[src/rtl/mem_access_unit_if.sv]
// Word-bus handshake between the memory access unit and data memory.
// master: drives req/we/addr/be/wdata; slave: returns gnt/rvalid/rdata.
interface mem_access_unit_if;
    logic        bus_req;
    logic        bus_we;
    logic [31:0] bus_addr;
    logic [3:0]  bus_be;
    logic [31:0] bus_wdata;
    logic        bus_gnt;
    logic        bus_rvalid;
    logic [31:0] bus_rdata;

    modport master (
        output bus_req, bus_we, bus_addr, bus_be, bus_wdata,
        input  bus_gnt, bus_rvalid, bus_rdata
    );

    modport slave (
        input  bus_req, bus_we, bus_addr, bus_be, bus_wdata,
        output bus_gnt, bus_rvalid, bus_rdata
    );
endinterface

[src/rtl/mem_access_unit.sv]
// Multi-cycle RV32I data-memory access unit: one handshaked word-bus
// transaction per load/store, with lane steering, load extension,
// misalign detection and a bus timeout. Core side: mem_en_i, MemRW_i,
// DataWSel_i, DataRSel_i, addr_i, wdata_i in; stall_o, done_o,
// rdata_o, misalign_o, bus_err_o out. Bus side: bus (master modport).
module mem_access_unit #(
    parameter int TIMEOUT = 255
) (
    input  logic        clk,
    input  logic        rst,
    input  logic        mem_en_i,
    input  logic        MemRW_i,
    input  logic [1:0]  DataWSel_i,
    input  logic [2:0]  DataRSel_i,
    input  logic [31:0] addr_i,
    input  logic [31:0] wdata_i,
    output logic        stall_o,
    output logic        done_o,
    output logic [31:0] rdata_o,
    output logic        misalign_o,
    output logic        bus_err_o,
    mem_access_unit_if.master bus
);

    localparam int CW = (TIMEOUT > 1) ? $clog2(TIMEOUT + 1) : 1;

    typedef enum logic [1:0] {S_IDLE, S_REQ, S_RESP, S_DONE} state_e;
    typedef enum logic [1:0] {SZ_B, SZ_H, SZ_W} size_e;

    state_e          state_q, state_d;
    logic            we_q, we_d;
    logic [2:0]      rsel_q, rsel_d;
    logic [1:0]      lo_q, lo_d;
    logic [31:0]     addr_q, addr_d;
    logic [3:0]      be_q, be_d;
    logic [31:0]     wd_q, wd_d;
    logic [CW-1:0]   cnt_q, cnt_d;
    logic [31:0]     rdata_q, rdata_d;
    logic            mis_q, mis_d;
    logic            err_q, err_d;

    size_e           size;
    logic [3:0]      be_n;
    logic [31:0]     wd_n;
    logic            mis_n;
    logic            tmo;
    logic [31:0]     sh;
    logic [7:0]      lb;
    logic [15:0]     lh;
    logic [31:0]     ld_fmt;

    // Access size comes from whichever select applies to the direction.
    always_comb begin
        size = SZ_W;
        if (MemRW_i) begin
            unique case (DataWSel_i)
                2'b01:   size = SZ_B;
                2'b11:   size = SZ_H;
                default: size = SZ_W;
            endcase
        end else begin
            unique case (DataRSel_i)
                3'b001, 3'b011: size = SZ_B;
                3'b010, 3'b100: size = SZ_H;
                default:        size = SZ_W;
            endcase
        end
    end

    always_comb begin
        be_n  = 4'b1111;
        wd_n  = wdata_i;
        mis_n = 1'b0;
        unique case (size)
            SZ_B: begin
                be_n = 4'b0001 << addr_i[1:0];
                wd_n = {4{wdata_i[7:0]}};
            end
            SZ_H: begin
                be_n  = addr_i[1] ? 4'b1100 : 4'b0011;
                wd_n  = {2{wdata_i[15:0]}};
                mis_n = addr_i[0];
            end
            default: mis_n = (addr_i[1:0] != 2'b00);
        endcase
    end

    // Load lane steering and extension from the registered offset/mode.
    always_comb begin
        sh = bus.bus_rdata >> {lo_q, 3'b000};
        lb = sh[7:0];
        lh = lo_q[1] ? bus.bus_rdata[31:16] : bus.bus_rdata[15:0];
        unique case (rsel_q)
            3'b001:  ld_fmt = {{24{lb[7]}}, lb};
            3'b010:  ld_fmt = {{16{lh[15]}}, lh};
            3'b011:  ld_fmt = {24'b0, lb};
            3'b100:  ld_fmt = {16'b0, lh};
            default: ld_fmt = bus.bus_rdata;
        endcase
    end

    // Limit is checked on the TIMEOUT-th REQ/RESP cycle; >= keeps it
    // firing if a late grant pushed the count past the limit.
    assign tmo = (TIMEOUT != 0) && (cnt_q >= CW'(TIMEOUT - 1));

    always_comb begin
        state_d = state_q;
        we_d    = we_q;
        rsel_d  = rsel_q;
        lo_d    = lo_q;
        addr_d  = addr_q;
        be_d    = be_q;
        wd_d    = wd_q;
        cnt_d   = cnt_q;
        rdata_d = rdata_q;
        mis_d   = mis_q;
        err_d   = err_q;
        unique case (state_q)
            S_IDLE: begin
                if (mem_en_i) begin
                    we_d    = MemRW_i;
                    rsel_d  = DataRSel_i;
                    lo_d    = addr_i[1:0];
                    addr_d  = {addr_i[31:2], 2'b00};
                    be_d    = be_n;
                    wd_d    = wd_n;
                    cnt_d   = '0;
                    rdata_d = '0;
                    if (mis_n) begin
                        mis_d   = 1'b1;
                        state_d = S_DONE;
                    end else begin
                        state_d = S_REQ;
                    end
                end
            end
            S_REQ: begin
                cnt_d = cnt_q + CW'(1);
                if (bus.bus_gnt) begin
                    state_d = S_RESP;
                end else if (tmo) begin
                    err_d   = 1'b1;
                    state_d = S_DONE;
                end
            end
            S_RESP: begin
                cnt_d = cnt_q + CW'(1);
                if (bus.bus_rvalid) begin
                    rdata_d = we_q ? 32'b0 : ld_fmt;
                    state_d = S_DONE;
                end else if (tmo) begin
                    err_d   = 1'b1;
                    rdata_d = '0;
                    state_d = S_DONE;
                end
            end
            default: begin
                mis_d   = 1'b0;
                err_d   = 1'b0;
                rdata_d = '0;
                state_d = S_IDLE;
            end
        endcase
    end

    always_ff @(posedge clk or posedge rst) begin
        if (rst) begin
            state_q <= S_IDLE;
            we_q    <= 1'b0;
            rsel_q  <= '0;
            lo_q    <= '0;
            addr_q  <= '0;
            be_q    <= '0;
            wd_q    <= '0;
            cnt_q   <= '0;
            rdata_q <= '0;
            mis_q   <= 1'b0;
            err_q   <= 1'b0;
        end else begin
            state_q <= state_d;
            we_q    <= we_d;
            rsel_q  <= rsel_d;
            lo_q    <= lo_d;
            addr_q  <= addr_d;
            be_q    <= be_d;
            wd_q    <= wd_d;
            cnt_q   <= cnt_d;
            rdata_q <= rdata_d;
            mis_q   <= mis_d;
            err_q   <= err_d;
        end
    end

    assign stall_o = ~rst & (((state_q == S_IDLE) & mem_en_i)
                   | (state_q == S_REQ) | (state_q == S_RESP));
    assign done_o     = (state_q == S_DONE);
    assign rdata_o    = rdata_q;
    assign misalign_o = mis_q;
    assign bus_err_o  = err_q;

    assign bus.bus_req   = (state_q == S_REQ);
    assign bus.bus_we    = we_q;
    assign bus.bus_addr  = addr_q;
    assign bus.bus_be    = be_q;
    assign bus.bus_wdata = wd_q;

endmodule

[src/flat_wrapper.sv]
// flat-port wrapper written by rule: the top's interface ports become plain ports
module mem_access_unit_flat 
#(
    parameter int TIMEOUT = 255
)
  (clk, rst, mem_en_i, MemRW_i, DataWSel_i, DataRSel_i, addr_i, wdata_i, stall_o, done_o, rdata_o, misalign_o, bus_err_o, bus_bus_req, bus_bus_we, bus_bus_addr, bus_bus_be, bus_bus_wdata, bus_bus_gnt, bus_bus_rvalid, bus_bus_rdata);
  mem_access_unit_if bus_i ();
  input  logic clk;
  input  logic rst;
  input  logic mem_en_i;
  input  logic MemRW_i;
  input  logic [1:0] DataWSel_i;
  input  logic [2:0] DataRSel_i;
  input  logic [31:0] addr_i;
  input  logic [31:0] wdata_i;
  output logic stall_o;
  output logic done_o;
  output logic [31:0] rdata_o;
  output logic misalign_o;
  output logic bus_err_o;
  output wire logic [$bits(bus_i.bus_req)-1:0] bus_bus_req;
  output wire logic [$bits(bus_i.bus_we)-1:0] bus_bus_we;
  output wire logic [$bits(bus_i.bus_addr)-1:0] bus_bus_addr;
  output wire logic [$bits(bus_i.bus_be)-1:0] bus_bus_be;
  output wire logic [$bits(bus_i.bus_wdata)-1:0] bus_bus_wdata;
  input wire logic [$bits(bus_i.bus_gnt)-1:0] bus_bus_gnt;
  input wire logic [$bits(bus_i.bus_rvalid)-1:0] bus_bus_rvalid;
  input wire logic [$bits(bus_i.bus_rdata)-1:0] bus_bus_rdata;
  assign bus_bus_req = bus_i.bus_req;
  assign bus_bus_we = bus_i.bus_we;
  assign bus_bus_addr = bus_i.bus_addr;
  assign bus_bus_be = bus_i.bus_be;
  assign bus_bus_wdata = bus_i.bus_wdata;
  assign bus_i.bus_gnt = bus_bus_gnt;
  assign bus_i.bus_rvalid = bus_bus_rvalid;
  assign bus_i.bus_rdata = bus_bus_rdata;
  mem_access_unit #(.TIMEOUT(TIMEOUT)) u_core (.clk(clk), .rst(rst), .mem_en_i(mem_en_i), .MemRW_i(MemRW_i), .DataWSel_i(DataWSel_i), .DataRSel_i(DataRSel_i), .addr_i(addr_i), .wdata_i(wdata_i), .stall_o(stall_o), .done_o(done_o), .rdata_o(rdata_o), .misalign_o(misalign_o), .bus_err_o(bus_err_o), .bus(bus_i));
endmodule
[config.mk]
export PLATFORM = sky130hd
export DESIGN_NAME = mem_access_unit_flat
export DESIGN_NICKNAME = d
export VERILOG_FILES = /design/src/rtl/mem_access_unit_if.sv /design/src/rtl/mem_access_unit.sv /design/src/flat_wrapper.sv
export SDC_FILE = /design/constraint.sdc
export NUM_CORES = 1
export LEC_CHECK = 0
export CORE_MARGIN = 4
export CORE_UTILIZATION = 30
export DETAILED_ROUTE_END_ITERATION = 7
export SLEW_MARGIN = 10
export SYNTH_ARGS = -nofsm -noshare
export SYNTH_HDL_FRONTEND = slang
export SYNTH_SLANG_ARGS = --single-unit
[constraint.sdc]
create_clock -name clk -period 4.6 [get_ports clk]
set_clock_uncertainty 0.2 [all_clocks]
set_input_delay 0.46 -clock clk [delete_from_list [all_inputs] [get_ports clk]]
set_output_delay 0.46 -clock clk [all_outputs]
set_load 0.02 [all_outputs]
==> impl_metrics.py <==
metrics = {
    "setup_path": {
        "end_kind": "output pin",
        "r2r_cells": 4,
        "ff2ff_setup_slack_ns": 1.78,
        "critPathRequiredTime_ns": 3.94,
        "worstSetupStartpoint": "u_core.state_q[1]",
        "rr_endpoint": "u_core.rdata_o[27]",
        "crit_type": "reg -> out",
        "worstSetupStartpointType": "register",
        "cp.arrival_ns": 2.32,
        "path_max_fanout": 8,
        "rr_startpoint": "u_core.lo_q[1]",
    },
    "timing": {
        "final_hold_viol_count": 0,
        "fin_hold_ws_ns": 0.215,
        "setup_viol": 0,
        "fin_setup_tns_ns": 0,
        "finalCritPeriodShare_pct": 64.7,
        "fmax_mhz": 336,
        "slew_viol_final": 0,
        "slew_headroom_pct": 22.0,
        "worst-slew-pin-transition_ns": 1.16,
        "rsz0062_at_grt": "no",
        "min_period_ns": 2.98,
    },
    "clock_network": {
        "cts_hold_buf": 0,
        "cts_buffers": 17,
        "cts_tree": "yes",
        "post_cts_buffers": 0,
        "clk_pin_slew_ns": 0.06,
        "clock_latency_ns": 0.41,
        "htree_levels": 4,
        "cts.sinks": 116,
        "clock-root-buffer": "clkbuf_16",
        "clockBufferDepth": 2,
        "cts-resized-gates": 0,
    },
    "run": {
        "maxCapViolations": 0,
    },
    "drt": {
        "routedWlPerCell_microns": 17.3,
        "drt_iter0_drc": 248,
        "drt_first_pass_iters": 7,
        "drcViolationCount": 0,
        "num_vias": 5442,
        "wl_mm": 19.3,
        "ant_nets": 0,
        "viasPerCell": 4.88,
    },
    "global_route": {
        "antenna_found_initial": 1,
        "grt-ovfl-total": 0,
        "grtUsageTotal_pct": 17.4,
        "grt_start_max_net_pins": 55,
        "grt_pass1_wl_mm": 30.3,
        "grt_pass1_vias": 5531,
    },
    "yosys": {
        "ys.flop_type": "dfrtp_1",
        "synthArstFlopShare_pct": 100,
        "ys_seq_area_share_pct": 48.8,
        "avgSynthCellArea_sq_um": 9.28,
        "synthDistinctLibCells": 53,
        "synth_enable_flop_cells": 0,
        "netlist_area_sq_um": 5950,
        "synth_cells": 641,
        "yosysWarnings": 0,
        "ys_ff_latch": 116,
    },
    "status": {
        "status": "finished clean",
    },
    "worst_hold_path": {
        "hold_path.class": "in -> async",
    },
    "placement": {
        "place_congestion": 0.813,
        "dp_hpwl_mm": 13.6,
        "io_buffers": 210,
    },
    "floorplan": {
        "die_w_microns": 149,
        "initial_utilization_pct": 30.6,
        "core_sq_um": 19500,
        "die-area_sq_um": 22100,
        "die_h_microns": 149,
        "rows": 51,
        "io_pins": 213,
    },
    "final_layout": {
        "final_nets": 951,
        "mostFrequentLayoutCell": "clkdlybuf4s50_1",
        "diodes": 0,
        "syn_to_final_growth_pct": 49.2,
        "layout_common_cells": "clkdlybuf4s50_1 (210), nand2_1 (163), dfrtp_1 (116)",
        "final_util_pct": 45.6,
        "drive_gt1_share_pct": 7.29,
    },
    "power_and_ir_drop": {
        "p_leak_uw": 0.00380,
        "irDropWorstVdd_mv": 0.315,
        "p_per_area_nw_per_um2": 677,
    },
}
[layout make-up]
type	count	area [sq um]
Fill cell	1903	10600
Sequential cell	116	2900
Multi-Input combinational cell	462	2780
Timing Repair Buffer	218	2160
Clock buffer	20	467
Tap cell	265	332
Clock inverter	12	143
Inverter	23	88.8
[logic make-up after synthesis]
kind of cell | count (synthesis) | share of synthesized area [%]
mux | 18 | 3.03
fa+ha+maj | 6 | 1.26
other cells | 1 | 0.0631
compound gates | 170 | 21.4
buf+inv | 64 | 4.78
xor+xnor | 7 | 1.03
simple gates | 259 | 19.7
flops | 116 | 48.8
[sequential cells by signal (all words and copies together) (netlist names)]
name,flops
u_core.misalign_o,1
u_core.bus.bus_wdata,32
u_core.cnt_q,8
u_core.lo_q,2
u_core.state_q,2
u_core.rdata_o,32
u_core.bus.bus_be,4
u_core.bus.bus_we,1
u_core.rsel_q,3
u_core.bus.bus_addr,30
u_core.bus_err_o,1
[through the flow]
stage	setup WS (ns)	instance area, sq um	cells	total power, uW
floorplan	0.649	5950	642	3410
global placement	1.81	8270	1084	4660
detailed placement	1.76	8270	1084	4670
CTS	1.58	8870	1116	6080
global route	1.51	8870	1116	6410
finish	1.62	8870	1116	6000
[critical path: stages, from the launching register on]
cell	delay [ns]
dfrtp_1	0.43
inv_1	0.09
ha_1	0.32
or2_2	0.36
o21a_1	0.18
clkdlybuf4s50_1	0.54
[Yosys cell counts (all sizes together) (9+ instances only)]
cell type | n | area [sq um]
nand2 | 164 | 616
dfrtp | 116 | 2900
o21ai | 53 | 265
nor2 | 28 | 105
nor2b | 25 | 164
buf | 24 | 134
inv | 23 | 86.3
mux2i | 18 | 180
a21oi | 17 | 85.1
clkbuf | 17 | 63.8
o32ai | 17 | 224
nand2b | 11 | 68.8
o211ai | 11 | 96.3
o21bai | 10 | 75.1
a22o | 9 | 78.8
and2 | 9 | 56.3
[layer usage]
metal / track usage, % / up-vias / part of all wire [%]
met5: 0 / - / 0.062
met4: 5.03 / 2 / 1.3
met3: 7.60 / 19 / 11
met2: 26.7 / 222 / 45
met1: 22.4 / 2562 / 43
li1: - / 2637 / -
[power breakdown]
part           leakage, uW  total [uW]  internal (uW)  switching [uW]
sequential         0.00149        1790           1420             369
combinational      0.00202        2850           1240            1610
clock             0.000286        1370            849             518
[how the worst max path moves through the flow]
stage               slack [ns]  cells after the start                 end
global route              1.51                      4  u_core.rdata_o[27]
finish                    1.62                      5             stall_o
detailed placement        1.76                      4   u_core.state_q[1]
floorplan                 0.65                      2             stall_o
CTS                       1.58                      5             stall_o
global placement          1.81                      5   u_core.misalign_o
(Power assumes the default switching activity.)
